[src/rtl/muldiv_seq_pkg.sv]
// Shared encodings for the iterative multiply/divide unit: operation codes and FSM states.
package muldiv_seq_pkg;

    typedef enum logic [1:0] {
        MD_MUL  = 2'b00,
        MD_MULH = 2'b01,
        MD_DIV  = 2'b10,
        MD_REM  = 2'b11
    } md_op_e;

    typedef enum logic [1:0] {
        ST_IDLE = 2'b00,
        ST_RUN  = 2'b01,
        ST_FIX  = 2'b10,
        ST_DONE = 2'b11
    } md_state_e;

    localparam int MD_MIN_WIDTH = 4;

    function automatic logic isDivOp(input md_op_e o);
        return (o == MD_DIV) || (o == MD_REM);
    endfunction

endpackage

[src/rtl/muldiv_step.sv]
// One iteration of the shared datapath: shift-add multiply step or restoring divide step.
// The accumulator is {high, low}; the divide quotient bit is returned separately.
module muldiv_step #(
    parameter int WIDTH = 32
) (
    input  logic [2*WIDTH-1:0] acc_i,
    input  logic [WIDTH-1:0]   opnd_i,
    input  logic               div_i,
    output logic [2*WIDTH-1:0] acc_o,
    output logic               qbit_o
);

    logic [WIDTH-1:0] accHi;
    logic [WIDTH-1:0] accLo;
    logic [WIDTH:0]   sum;
    logic [WIDTH:0]   remShift;
    logic [WIDTH-1:0] diff;

    always_comb begin
        accHi    = acc_i[2*WIDTH-1:WIDTH];
        accLo    = acc_i[WIDTH-1:0];
        sum      = {1'b0, accHi} + (accLo[0] ? {1'b0, opnd_i} : '0);
        remShift = {accHi, accLo[WIDTH-1]};
        // remShift < 2*divisor, so a successful trial subtract always fits in WIDTH bits
        diff     = remShift[WIDTH-1:0] - opnd_i;
        qbit_o   = 1'b0;
        if (div_i) begin
            qbit_o = (remShift >= {1'b0, opnd_i});
            acc_o  = {(qbit_o ? diff : remShift[WIDTH-1:0]), accLo[WIDTH-2:0], 1'b0};
        end else begin
            acc_o  = {sum, accLo[WIDTH-1:1]};
        end
    end

endmodule

[src/rtl/muldiv_seq.sv]
// Iterative signed/unsigned multiply/divide unit, one bit per clock, with start/busy/valid handshake.
// Operands are reduced to magnitudes on accept; the sign is re-applied in the FIX state.
module muldiv_seq
    import muldiv_seq_pkg::*;
#(
    parameter int WIDTH = 32,
    parameter int CNTW  = $clog2(WIDTH) + 1
) (
    input  logic             clk,
    input  logic             rstb,
    input  logic             start,
    input  logic             abort,
    input  logic [1:0]       op,
    input  logic             sgn,
    input  logic [WIDTH-1:0] din_a,
    input  logic [WIDTH-1:0] din_b,
    output logic             busy,
    output logic             valid,
    output logic [WIDTH-1:0] dout,
    output logic             vout,
    output logic             dz
);

    md_state_e          state_q;
    logic [CNTW-1:0]    cnt_q;
    md_op_e             op_q;
    logic               sgn_q;
    logic               neg_q;
    logic               ovf_q;
    logic [WIDTH-1:0]   opnd_q;
    logic [2*WIDTH-1:0] acc_q;
    logic [WIDTH-1:0]   dout_q;
    logic               vout_q;
    logic               dz_q;
    logic               busy_q;
    logic               valid_q;

    logic [2*WIDTH-1:0] accD;
    logic               qBit;

    md_op_e             opIn;
    logic [WIDTH-1:0]   magA;
    logic [WIDTH-1:0]   magB;
    logic               negIn;
    logic               ovfIn;
    logic               divZero;
    logic               accept;

    logic [2*WIDTH-1:0] prodS;
    logic [WIDTH-1:0]   quoS;
    logic [WIDTH-1:0]   remS;
    logic [WIDTH-1:0]   extHi;
    logic [WIDTH-1:0]   fixDout;
    logic               fixVout;

    muldiv_step #(.WIDTH(WIDTH)) uStep (
        .acc_i  (acc_q),
        .opnd_i (opnd_q),
        .div_i  (isDivOp(op_q)),
        .acc_o  (accD),
        .qbit_o (qBit)
    );

    always_comb begin
        opIn    = md_op_e'(op);
        magA    = (sgn && din_a[WIDTH-1]) ? -din_a : din_a;
        magB    = (sgn && din_b[WIDTH-1]) ? -din_b : din_b;
        // REM takes the dividend's sign, everything else the product/quotient sign
        negIn   = sgn && ((opIn == MD_REM) ? din_a[WIDTH-1] : (din_a[WIDTH-1] ^ din_b[WIDTH-1]));
        ovfIn   = sgn && (opIn == MD_DIV) && (din_a == {1'b1, {(WIDTH-1){1'b0}}}) && (din_b == '1);
        divZero = isDivOp(opIn) && (din_b == '0);
        accept  = start && !abort;
    end

    always_comb begin
        prodS   = neg_q ? -acc_q : acc_q;
        quoS    = neg_q ? -acc_q[WIDTH-1:0] : acc_q[WIDTH-1:0];
        remS    = neg_q ? -acc_q[2*WIDTH-1:WIDTH] : acc_q[2*WIDTH-1:WIDTH];
        extHi   = (sgn_q && prodS[WIDTH-1]) ? '1 : '0;
        fixDout = '0;
        fixVout = 1'b0;
        case (op_q)
            MD_MUL: begin
                fixDout = prodS[WIDTH-1:0];
                fixVout = (prodS[2*WIDTH-1:WIDTH] != extHi);
            end
            MD_MULH: fixDout = prodS[2*WIDTH-1:WIDTH];
            MD_DIV: begin
                fixDout = quoS;
                fixVout = ovf_q;
            end
            default: fixDout = remS;
        endcase
    end

    always_ff @(posedge clk or negedge rstb) begin
        if (!rstb) begin
            state_q <= ST_IDLE;
            cnt_q   <= '0;
            op_q    <= MD_MUL;
            sgn_q   <= 1'b0;
            neg_q   <= 1'b0;
            ovf_q   <= 1'b0;
            opnd_q  <= '0;
            acc_q   <= '0;
            dout_q  <= '0;
            vout_q  <= 1'b0;
            dz_q    <= 1'b0;
            busy_q  <= 1'b0;
            valid_q <= 1'b0;
        end else begin
            valid_q <= 1'b0;
            case (state_q)
                ST_IDLE, ST_DONE: begin
                    state_q <= ST_IDLE;
                    busy_q  <= 1'b0;
                    if (accept) begin
                        op_q   <= opIn;
                        sgn_q  <= sgn;
                        neg_q  <= negIn;
                        ovf_q  <= ovfIn;
                        opnd_q <= magB;
                        acc_q  <= {{WIDTH{1'b0}}, magA};
                        cnt_q  <= CNTW'(WIDTH);
                        if (divZero) begin
                            state_q <= ST_DONE;
                            valid_q <= 1'b1;
                            dout_q  <= (opIn == MD_DIV) ? '1 : din_a;
                            vout_q  <= 1'b0;
                            dz_q    <= 1'b1;
                        end else begin
                            state_q <= ST_RUN;
                            busy_q  <= 1'b1;
                        end
                    end
                end
                ST_RUN: begin
                    if (abort) begin
                        state_q <= ST_IDLE;
                        busy_q  <= 1'b0;
                    end else begin
                        acc_q <= {accD[2*WIDTH-1:1], accD[0] | qBit};
                        cnt_q <= cnt_q - 1'b1;
                        if (cnt_q == CNTW'(1)) begin
                            state_q <= ST_FIX;
                        end
                    end
                end
                ST_FIX: begin
                    busy_q <= 1'b0;
                    if (abort) begin
                        state_q <= ST_IDLE;
                    end else begin
                        state_q <= ST_DONE;
                        valid_q <= 1'b1;
                        dout_q  <= fixDout;
                        vout_q  <= fixVout;
                        dz_q    <= 1'b0;
                    end
                end
                default: state_q <= ST_IDLE;
            endcase
        end
    end

    assign busy  = busy_q;
    assign valid = valid_q;
    assign dout  = dout_q;
    assign vout  = vout_q;
    assign dz    = dz_q;

endmodule

[config.mk]
export PLATFORM = sky130hd
export DESIGN_NAME = muldiv_seq
export DESIGN_NICKNAME = d
export VERILOG_FILES = /design/src/rtl/muldiv_seq_pkg.sv /design/src/rtl/muldiv_step.sv /design/src/rtl/muldiv_seq.sv
export SDC_FILE = /design/constraint.sdc
export NUM_CORES = 1
export LEC_CHECK = 0
export BUFFER_PORTS_ARGS = -buffer_cell sky130_fd_sc_hd__buf_2
export CAP_MARGIN = 20
export CORE_UTILIZATION = 55
export DETAILED_ROUTE_END_ITERATION = 7
export PLACE_DENSITY = 0.74
export SLEW_MARGIN = 15
export SYNTH_ARGS = -nofsm -noshare
export SYNTH_HDL_FRONTEND = slang
export SYNTH_SLANG_ARGS = --single-unit
[constraint.sdc]
create_clock -name clk -period 3.8 [get_ports clk]
set_input_delay 0.38 -clock clk [delete_from_list [all_inputs] [get_ports clk]]
set_output_delay 0.38 -clock clk [all_outputs]
set_load 0.02 [all_outputs]
==> flow_metrics.env <==
export IMPL_avgViaCountPerCell=6.39
export IMPL_async_flop_share_pct=100
export IMPL_dpl_instance_area_um2=16100
export IMPL_worst_skew_pair_latency_ns=0.44
export IMPL_synth_edf_count=0
export IMPL_synth_top_area_share_pct=24.8
export IMPL_reg2regPathDepth=10
export IMPL_synth_net_count=2118
export IMPL_post_synth_num_cell_types=91
export IMPL_placement_io_buffers=106
export IMPL_top_level_ports=107
export IMPL_holdCritPathClass="in -> reg"
export IMPL_timing_critical_path_fanout_max=8
export IMPL_detailedPlacementHpwl_um=38900
export IMPL_drt_total_wl_um=51100
export IMPL_antennaDiodeCount=0
export IMPL_violations_in_the_final_reports="design-rule violations"
export IMPL_grt_max_degree=97
export IMPL_initial_utilization_pct=56.1
export IMPL_finalCritPeriodShare_pct=96.7
export IMPL_max_freq_mhz=272
export IMPL_mappedNetlistArea_um2=14700
export IMPL_die_height_um=165
export IMPL_drt_pre_antenna_iters=8
export IMPL_max_cap_violations=0
export IMPL_maxSlewHeadroom_pct=30.0
export IMPL_number_of_global_route_vias_before_repair=14099
export IMPL_layout_cell_area_non_filler_um2=16900
export IMPL_grt_met2_usage_pct=55.9
export IMPL_largest_area_contributor_in_the_netlist="dfrtp_1"
export IMPL_cts_max_level=4
export IMPL_synthesis_yosys_warnings=0
export IMPL_vias=15709
export IMPL_placeableCoreArea_um2=26100
export IMPL_cellLeakagePower_uw=0.00782
export IMPL_outcome="finished, violations left"
export IMPL_ir_drop_mv=0.963
export IMPL_global_route_usage_total_pct=37.6
export IMPL_sequential_share_of_the_synthesized_area_pct=24.8
export IMPL_nets=2257
export IMPL_final_hold_viol_count=0
export IMPL_synthesis_area_per_instance_um2=7.43
export IMPL_cp_start_kind="register"
export IMPL_grt_most_used_layer="met2"
export IMPL_required_ns=4.12
export IMPL_syn_inst_count=1972
export IMPL_regToRegEndpoint="vout"
export IMPL_floorplan_die_width_um=165
export IMPL_data_arrival_time_of_the_critical_path_ns=4.00
export IMPL_synthMostInstantiatedCell="nand2_1"
export IMPL_finalWorstSetupSlack_ns=0.124
export IMPL_setup_repair_after_global_routing_missed_its_margin="true"
export IMPL_post_drt_wl_per_cell_um=20.8
export IMPL_count_of_state_elements_after_synthesis=145
export IMPL_rows=59
export IMPL_worst_setup_slack_for_register_to_register_paths_ns=0.12
export IMPL_cts_tree="built"
export IMPL_clk_pin_slew_worst_paths_ns=0.08
export IMPL_global_route_usage_met1_pct=54.8
export IMPL_grt_pass1_wl_um=78600
export IMPL_synth_top_cells_by_area="dfrtp_1, o21ai_0, nand2_1"
export IMPL_antenna_found_initial=0
export IMPL_area_growth_synth_to_final_pct=15.4
export IMPL_final_core_utilization_pct=64.8
export IMPL_place_worst_setup_slack_ns=0.0180
export IMPL_post_route_minimum_period_ns=3.68
export IMPL_hold_slack_ns=0.204
export IMPL_cts_made_buffers=17
export IMPL_tightestPinTransition_ns=1.05
export IMPL_cts_sink_count=145
export IMPL_dominantRegCellSynth="dfrtp_1"
export IMPL_clk_path_buf_depth=2
export IMPL_hold_depth=3
export IMPL_drtAntennaViolNets=0
export IMPL_setup_viol=0
export IMPL_path_class="reg -> reg"
export IMPL_setup_tns_final_ns=0
export IMPL_grt_remaining_overflow=0
export IMPL_dr_first_iter_drc_count=1735
export IMPL_cell_area_power_density_nw_per_um2=1080
export IMPL_worst_r2r_startpoint="acc_q[26]"
export IMPL_overall_die_area_um2=27300
export IMPL_post_synth_most_frequent_cells="nand2_1, o21ai_0, nor2_1, dfrtp_1, a21oi_1"
export IMPL_finalClockSkew_ns=0.0198
export IMPL_min_from="op[0]"
export IMPL_global_route_usage_met3_pct=7.57
export IMPL_finalMaxSlewViolations=0
export IMPL_finalWeightedCongestion=1.01
export IMPL_whs_endpoint="op_q[0]"
export IMPL_drc=12
export IMPL_drive_above_1_share_pct=16.4
export IMPL_library_cell_used_as_clock_root_buffer="clkbuf_16"
export IMPL_element_type_at_the_critical_path_end="register"
## flip-flops by register name (all words and copies together) (netlist names)
name and cells:
neg_q 1, valid 1, op_q 2, acc_q 64, busy 1, dout 32
state_q 2, cnt_q 6, ovf_q 1, vout 1, opnd_q 32, dz 1
sgn_q 1
## critical path, stage by stage, from the launching register on
cell	delay [ns]
dfrtp_1	0.38
or4_4	0.58
or3_1	0.43
o41ai_2	0.27
xnor2_1	0.23
nand2_4	0.15
or4_1	0.49
a2111oi_1	0.34
a31oi_2	0.10
a211o_1	0.26
a221o_1	0.31
## layout by cell type (no fill, tap or decap), types with 8 or more instances in the layout
master / Yosys / final
o21ai_1: 21 / 21
o211ai_1: 18 / 18
a31oi_1: 14 / 13
o221ai_1: 13 / 13
o41ai_1: 12 / 9
xnor2_1: 104 / 104
inv_1: 70 / 69
and3_1: 9 / 9
xor2_1: 88 / 88
buf_2: 6 / 105
nand2_1: 270 / 270
nor3_1: 46 / 43
a21o_1: 40 / 39
o31ai_1: 39 / 37
nor2_1: 182 / 182
or2_2: 10 / 10
o22ai_1: 13 / 13
nand2b_1: 19 / 19
mux2i_1: 41 / 41
or4_1: 27 / 23
or3_1: 17 / 17
nor4_1: 19 / 17
clkbuf_16: 0 / 17
o21bai_1: 8 / 8
a211oi_1: 25 / 24
buf_4: 0 / 140
o21ai_0: 215 / 215
nand4_1: 24 / 24
nand3_1: 34 / 33
ha_1: 73 / 72
dfrtp_1: 145 / 139
a21oi_1: 123 / 122
## how the worst max path moves through the flow
stage	from	end	slack, ns	cells after the start
after floorplan	acc_q[51]	acc_q[35]	0.13	14
after global placement	acc_q[0]	acc_q[63]	0.06	13
after detailed placement	acc_q[0]	acc_q[63]	0.02	13
after CTS	acc_q[0]	acc_q[60]	0.04	16
after global routing	acc_q[0]	acc_q[57]	-0.02	15
final	acc_q[26]	vout	0.12	10
## cell type report
class	instances	area (µm²)
timing repair buffer	250	1660
multi-input combinational	1624	10400
sequential	145	3640
inverter	73	277
tap	335	419
clock inverter	15	141
clock buffer	17	425
fill	2337	9210
## where the power goes
group	leakage (µW)	internal (µW)	switching [µW]
Sequential	0.00187	2210	926
Combinational	0.00567	5260	8150
Clock	0.000284	873	826
Total	0.00782	8340	9900
## layer usage
metal  share of wire (%)  up-vias
met5                   0        -
met4                 2.1        0
met3                 9.6       88
met2                  43      786
met1                  45     7479
li1                    -     7356
## cell families after synthesis
| kind of cell | share of synthesized area, % |
|---|---|
| DFF | 24.8 |
| adders and majority gates | 6.50 |
| and+or+nand+nor | 23.2 |
| xor gates and xnor gates | 11.5 |
| AOI/OAI and AO/OA | 25.7 |
| muxes | 2.80 |
| buffers and inverters | 5.60 |
## metrics by stage
step                      cells  total power [µW]
after global placement     2419             15700
after detailed placement   2419             15800
after CTS                  2452             17600
after global routing       2459             19500
final                      2459             18200
after floorplan            1972             11600
## timing repair
| item | CTS | global route |
|---|---|---|
| setup buffers | 0 | 7 |
| endpoints found under the setup margin | 1 | 26 |
| hold buffers | 1 | 0 |
| gates resized for setup | 1 | 32 |
| pin swaps | 0 | 5 |
| endpoints found under the hold margin | 53 | 0 |
Note: power is estimated with default switching activity, not from simulation.
